[src/rtl/dmem_port_arbiter.sv]
// Arbitrates the byte-lane DMem between the core MEM stage and an external loader port.
// Optional starvation guard for the external port is enabled by defining DMEM_ARB_FAIR_EN.
module dmem_port_arbiter #(
  parameter int MAX_BURST    = 8,
  parameter int STARVE_LIMIT = 4
) (
  input  logic        clk,
  input  logic        nrst,
  input  logic        core_req,
  input  logic [3:0]  core_we,
  input  logic [5:0]  core_addr,
  input  logic [31:0] core_wdata,
  output logic        core_stall,
  output logic        core_rvalid,
  output logic [31:0] core_rdata,
  input  logic        ext_req,
  input  logic        ext_lock,
  input  logic [3:0]  ext_we,
  input  logic [5:0]  ext_addr,
  input  logic [31:0] ext_wdata,
  output logic        ext_gnt,
  output logic        ext_rvalid,
  output logic [31:0] ext_rdata,
  output logic [3:0]  mem_we,
  output logic [5:0]  mem_addr,
  output logic [31:0] mem_din,
  input  logic [31:0] mem_dout
);

  localparam logic [1:0] S_IDLE = 2'd0;
  localparam logic [1:0] S_CORE = 2'd1;
  localparam logic [1:0] S_EXT  = 2'd2;

  localparam int BW = $clog2(MAX_BURST + 1);
  localparam logic [BW-1:0] BURST_LAST = BW'(MAX_BURST - 1);

  if (MAX_BURST < 1 || STARVE_LIMIT < 1) begin : g_param_check
    $error("dmem_port_arbiter: MAX_BURST and STARVE_LIMIT must be >= 1");
  end

  logic [1:0]    state;
  logic [BW-1:0] burst_cnt;
  logic          core_rv_q;
  logic          ext_rv_q;
  logic          burst_cont;
  logic          starve;
  logic          core_gnt;
  logic          ext_gnt_i;

  assign burst_cont = (state == S_EXT) && ext_lock && ext_req && (burst_cnt < BURST_LAST);

`ifdef DMEM_ARB_FAIR_EN
  localparam int WW = $clog2(STARVE_LIMIT + 1);
  localparam logic [WW-1:0] WAIT_MAX = WW'(STARVE_LIMIT);

  logic [WW-1:0] wait_cnt;

  assign starve = ext_req && (wait_cnt == WAIT_MAX);

  always_ff @(posedge clk) begin
    if (!nrst) begin
      wait_cnt <= '0;
    end else if (!ext_req || ext_gnt_i) begin
      wait_cnt <= '0;
    end else if (wait_cnt != WAIT_MAX) begin
      wait_cnt <= wait_cnt + 1'b1;
    end
  end
`else
  assign starve = 1'b0;
`endif

  // Priority: burst continuation, starvation guard, core, then ext.
  assign ext_gnt_i = nrst && (burst_cont || starve || (!core_req && ext_req));
  assign core_gnt  = nrst && !burst_cont && !starve && core_req;

  assign ext_gnt    = ext_gnt_i;
  assign core_stall = nrst && core_req && !core_gnt;

  always_comb begin
    mem_we   = 4'b0000;
    mem_addr = 6'd0;
    mem_din  = 32'd0;
    if (core_gnt) begin
      mem_we   = core_we;
      mem_addr = core_addr;
      mem_din  = core_wdata;
    end else if (ext_gnt_i) begin
      mem_we   = ext_we;
      mem_addr = ext_addr;
      mem_din  = ext_wdata;
    end
  end

  always_ff @(posedge clk) begin
    if (!nrst) begin
      state     <= S_IDLE;
      burst_cnt <= '0;
      core_rv_q <= 1'b0;
      ext_rv_q  <= 1'b0;
    end else begin
      core_rv_q <= core_gnt && (core_we == 4'b0000);
      ext_rv_q  <= ext_gnt_i && (ext_we == 4'b0000);
      if (core_gnt) begin
        state <= S_CORE;
      end else if (ext_gnt_i) begin
        state <= S_EXT;
      end else begin
        state <= S_IDLE;
      end
      // Saturates at the last burst slot so an unlocked ext run cannot wrap it.
      if (ext_gnt_i && (state == S_EXT)) begin
        if (burst_cnt != BURST_LAST) begin
          burst_cnt <= burst_cnt + 1'b1;
        end
      end else begin
        burst_cnt <= '0;
      end
    end
  end

  // A read granted just before reset must not surface while reset is held.
  assign core_rvalid = core_rv_q && nrst;
  assign ext_rvalid  = ext_rv_q && nrst;
  assign core_rdata  = core_rvalid ? mem_dout : 32'd0;
  assign ext_rdata   = ext_rvalid ? mem_dout : 32'd0;

endmodule
[config.mk]
export PLATFORM = sky130hd
export DESIGN_NAME = dmem_port_arbiter
export DESIGN_NICKNAME = d
export VERILOG_FILES = /design/src/rtl/dmem_port_arbiter.sv
export SDC_FILE = /design/constraint.sdc
export NUM_CORES = 1
export LEC_CHECK = 0
export ABC_AREA = 1
export CAP_MARGIN = 40
export CORE_AREA = 2 2 89 91
export CTS_CLUSTER_SIZE = 25
export DETAILED_ROUTE_END_ITERATION = 10
export DIE_AREA = 0 0 91 93
export GPL_ROUTABILITY_DRIVEN = 1
export GPL_TIMING_DRIVEN = 0
export PLACE_DENSITY = 0.7
export SYNTH_ARGS = -nofsm -noshare
export SYNTH_HDL_FRONTEND = slang
export SYNTH_SLANG_ARGS = --single-unit
[constraint.sdc]
create_clock -name clk -period 1.6 [get_ports clk]
set_input_delay 0.32 -clock clk [delete_from_list [all_inputs] [get_ports clk]]
set_output_delay 0.32 -clock clk [all_outputs]
set_load 0.05 [all_outputs]
# ---- Word-level counts from Yosys, hierarchy flattened
# Cells that the tools add are included.
dict set report word_totals {
  latchBits 0
  regBits 8
  out_inout_bits 110
  mem_bits_ro 0
  mem_bits_rw 0
  memories 0
}
dict set report op_classes {
  order_cmp 1
  mux 10
  div_mod_pow 0
  multipliers 0
  n_bitwise 1
  add_sub_neg 1
  n_shift 0
  n_eq_ne 2
  n_reduce_logical 22
}
# cell n
set op_table {}
lappend op_table {{2-to-1 mux 32 bit} 4}
lappend op_table {{logical AND 1 bit} 14}
lappend op_table {{2-to-1 mux 6 bit} 2}
lappend op_table {{logical NOT 4 bit} 2}
lappend op_table {{2-to-1 mux 4 bit} 2}
lappend op_table {{adder 4 x 1 -> 4 bit (second input constant)} 1}
lappend op_table {{< comparator 4 x 3 -> 1 bit (second input constant)} 1}
lappend op_table {{!= test 4 x 3 -> 1 bit (second input constant)} 1}
lappend op_table {{logical NOT 1 bit} 3}
lappend op_table {{equality test 2 bit (second input constant)} 1}
lappend op_table {{2-to-1 mux 2 bit} 1}
lappend op_table {{AND reduction 2 bit} 1}
lappend op_table {{OR reduction 2 bit} 1}
lappend op_table {{logical OR 1 bit} 1}
lappend op_table {{2-to-1 mux 1 bit} 1}
lappend op_table {{inverter 1 bit} 1}

# ---- Longest topological paths before layout
dict set report depth {
  ltp_word 9
  mapped_depth 9
  depth_no_buf 8
}

# ---- Worst setup path after synthesis
# OpenSTA, ideal clock, no wires.
dict set report synth_path {
  path_type {reg2out}
  from {register burst_cnt[0]}
  to {output core_stall}
  path_stages_with_launch 5
  slack_ns -0.200
  t_arrival_ns 1.480
  t_required_ns 1.280
  cell_sequence {dfxtp_1 ha_1 a21oi_2 nand2_4 nor2_1}
}
dict set report synth_via {
  elab_chain_cells 7
}
# item line_no
set synth_rtl {}
lappend synth_rtl {{start, declared} 42} ;# logic [BW-1:0] burst_cnt;
lappend synth_rtl {{start signal, assigned} 114} ;# burst_cnt <= burst_cnt + 1'b1;
lappend synth_rtl {{< comparator 4 x 3 -> 1 bit} 50} ;# assign burst_cont = (state == S_EXT) && ext_lock && ext_req && (burst_cnt < BURST_LAST);
lappend synth_rtl {{logical AND 1 bit} 50}
lappend synth_rtl {{logical NOT 1 bit} 75} ;# assign core_gnt = nrst && !burst_cont && !starve && core_req;
lappend synth_rtl {{logical AND 1 bit (2 in series)} 75}
lappend synth_rtl {{logical NOT 1 bit} 78} ;# assign core_stall = nrst && core_req && !core_gnt;
lappend synth_rtl {{logical AND 1 bit} 78}
lappend synth_rtl {{end, declared} 13} ;# output logic core_stall,
# Every way passes these cells.

# ---- Final worst setup path
dict set report layout_path {
  from {register burst_cnt[0]}
  to {output mem_din[10]}
}
dict set report layout_via {
  elab_chain_cells 6
  elab_cells_between_ends 9
  cone_classes {1 x order compare; 2 x mux; 6 x reduce/logical}
}
# item line_no
set layout_rtl {}
lappend layout_rtl {{< comparator 4 x 3 -> 1 bit (*)} 50}
lappend layout_rtl {{logical AND 1 bit (*)} 50}
lappend layout_rtl {{logical OR 1 bit or logical NOT 1 bit (tied branches)} {74, 75}}
lappend layout_rtl {{logical AND 1 bit (on tied branches)} {74, 75}}
lappend layout_rtl {{2-to-1 mux 32 bit or logical AND 1 bit (tied branches)} {88, 75}}
lappend layout_rtl {{2-to-1 mux 32 bit (*)} 84} ;# if (core_gnt) begin
lappend layout_rtl {{end, declared} 26} ;# output logic [31:0] mem_din,
# Every way passes the cells marked *; elsewhere a longest branch is shown, timed or not.

==> results.md <==
* **final hold viol count** 0
* **P_int** 973 uW
* **Worst setup SP type** flip-flop
* **via count normalized by instance count** 4.28
* **Worst Setup Slack post-DPL** -1300 ps
* **# H-tree levels** 1
* **clock skew** 6.55 ps
* **sequential element share of the synthesized area** 11.3%
* **summed negative setup slack over all endpoints** -13330 ps
* **residual antenna-violating net count after detailed routing** 0
* **die extent in x** 91 um
* **internal reg-to-reg setup slack** 150 ps
* **fin worst setup slack** -359 ps
* **endpoint kind of the worst setup timing path** primary output
* **GPL Wtd Cong** 0.849
* **Total Die Area** 8460 sq um
* **critical path data required time** 1280 ps
* **HPWL after detailed placement** 7.05 mm
* **RR Endpoint** burst_cnt[0]$_SDFFE_PN0N_
* **launching instance or port of the critical path** burst_cnt[0]$_SDFFE_PN0N_
* **clock-pin slew reported for the worst setup and hold paths after clock tree synthesis** 40 ps
* **Site Rows** 32
* **sink count of the clock tree** 8
* **Min Clock Period, post-route** 1960 ps
* **clock latency at the later pin of the worst-skew pair** 230 ps
* **unrepaired setup endpoints after global routing** true
* **number of buffers created by CTS** 3
* **source of the worst register-to-register timing path** burst_cnt[0]$_SDFFE_PN0N_
* **total routed wirelength** 9.20 mm
* **areal power density over the cells** 335 nW/um^2
* **global routing usage summed across all routing layers** 20.2%
* **worst voltage drop across the vdd grid** 263 uV
* **Data arrival, critical path** 1640 ps
* **r2r worst-path depth** 8
* **type of the worst setup path** reg2out
* **first-pass GRT wire length** 14.0 mm
* **multi-input logic area** 1570 sq um
* **Seq cells post-synth** 8
* **DRC violation count after routing** 0
* **min-delay src** burst_cnt[0]$_SDFFE_PN0N_
* **iteration-0 DRC count of the detailed router** 44
* **initial antenna violation count** 0
* **post-synthesis area per instance** 4.80 sq um
* **mapped cell area** 1420 sq um
* **nets** 668
* **number of top-level pins** 231
* **combinational share of power** 73.2%
* **filler cell count in the final layout** 640
* **number of max-slew violations in the final report** 0
* **portion of the clock cycle consumed by the worst path in the final layout** 122%
* **reported leakage power** 0.00241 uW
* **core box area** 7530 sq um
* **layout cells sized above 1** 49.4%
* **area of all placed cells without fillers** 4930 sq um
* **cell depth of the worst hold path** 3
* **DRT Pass-1 Iters** 4
* **sequential cell fraction of total power** 12.4%
* **post-layout util** 65.5%
* **maximum clock insertion buffer count** 2
* **Remaining Overflow, GRT** 0
* **worst min path class** reg2reg
* **relative max-transition margin** 78.2%
* **vias after detailed routing** 2764
* **Worst Hold Path EP** burst_cnt[0]$_SDFFE_PN0N_
* **routed wirelength normalized by instance count** 14.2 um
* **clock share of power** 14.3%
* **number of failing setup endpoints in the final timing report** 44
* **storage element area** 163 sq um
* **synth unique cells** 19
* **switching power share of the total** 41.0%
* **Switching Power** 677 uW
* **vias in the first global route** 2803
* **clock tree from TritonCTS** done
* **Synth Warn #** 0
* **placed cell area** 4110 sq um
* **Worst Max-Slew Pin Slew** 327 ps
* **Syn Nets** 418
* **result of the run** finished, violations left
* **post-synthesis to final-layout area growth** 247%
* **number of antenna cells inserted** 0
* **root buffer cell** clkbuf_8
* **maximum number of pins on one net before global-route repair** 11
* **largest fanout on the critical path** 6
* **maximum achievable frequency** 0.511 GHz
* **synthesized instance count** 296
* **Starting Density** 18.9%
* **vertical extent of the die** 93 um
* **violated checks** setup timing
* **max-capacitance violation count** 0
* **final worst hold slack** 553 ps
* **Buffers on Ports** 230
==> power by group through the flow <==
stage                     logic [uW]  registers (uW)  clock network, uW
after detailed placement         965             208                  0
final                           1210             205                237
after global routing            1270             205                251
after global placement           960             208                  0
after CTS                       1190             205                233
after floorplan                  491             208                  0
==> cell usage after synthesis (all sizes together) <==
cell type	n	area, sq um
o21ai	3	15.0
nand3b	1	7.51
nand3	45	225
nor2	73	277
buf	16	130
inv	45	171
dfxtp	8	160
xor2	1	8.76
nor4	1	6.26
clkbuf	3	11.3
a21oi	1	8.76
ha	1	12.5
nand2	97	382
and2	1	6.26
==> cells in the final DEF (no fill, tap or decap), types with 2 or more instances in the layout <==
cell type	instances
clkdlybuf4s50_1	117
dlygate4sd2_1	2
nor2_2	20
nand2_1	32
dfxtp_2	2
buf_8	45
clkbuf_8	4
dfxtp_1	6
clkbuf_2	2
buf_4	28
nand3_4	3
inv_1	42
nor2_1	52
nand3_1	17
o21ai_0	3
nand2_4	44
inv_2	2
buf_2	10
nand2_2	20
buf_12	2
buf_16	2
buf_6	53
nand3_2	25
==> worst max-delay path, cell delays in order (launching register included) <==
cell     delay, ps
dfxtp_2        330
ha_4           170
a21oi_4        150
nand2_4        100
nand2_4         90
inv_8           50
buf_12         120
buf_16         130
nand2_2         70
nand2_4         50
buf_8          140
==> stage by stage <==
stage	instances	power, uW
after global placement	628	1170
after floorplan	296	698
after CTS	644	1630
final	646	1650
after detailed placement	628	1170
after global routing	646	1720
==> metal layers <==
| metal | track usage (%) | vias up | wire length (um) |
|---|---|---|---|
| met5 | 0 | - | 0 |
| met4 | 4.17 | 0 | 143 |
| met3 | 7.01 | 10 | 947 |
| met1 | 19.2 | 1218 | 3040 |
| met2 | 41.5 | 160 | 5060 |
| li1 | - | 1376 | - |
==> how the worst max path moves through the flow <==
stage                          end  slack, ps  cells after the start
global placement       mem_din[10]      -1270                      6
floorplan           core_rdata[22]       -140                      4
global route           mem_din[10]       -420                     10
detailed placement     mem_din[10]      -1300                      6
finish                 mem_din[10]       -360                     10
CTS                    mem_din[10]       -370                     10
==> timing repair <==
action	CTS	global route
hold buffers	0	0
buffers inserted	9	2
gates cloned	4	0
pin swaps	8	2
setup endpoints to repair	110	65
resized for setup	855	53
==> logic make-up (layout without fill, tap and decap cells) <==
group	count (synthesis)	after routing	share of synthesized area, %
simple gates	218	218	63.6
fa+ha+maj	1	1	0.880
xor+xnor	1	1	0.616
compound gates	4	4	1.67
flops	8	8	11.3
buf+inv	64	312	22.0
==> area by class of cell <==
cell class | count | share of cell area (%)
well taps | 102 | 2.59
flip-flops and latches | 8 | 3.30
multi-input cells | 224 | 31.7
clock buffers | 3 | 0.837
inverters | 45 | 3.58
plain buffers | 19 | 4.41
repair buffers | 245 | 53.6
==> flip-flops by register name (all words and copies together), names as in the netlist <==
signal / flops
burst_cnt: 4
core_rv_q: 1
ext_rv_q: 1
state: 2
Power figures use the tool's default switching activity.
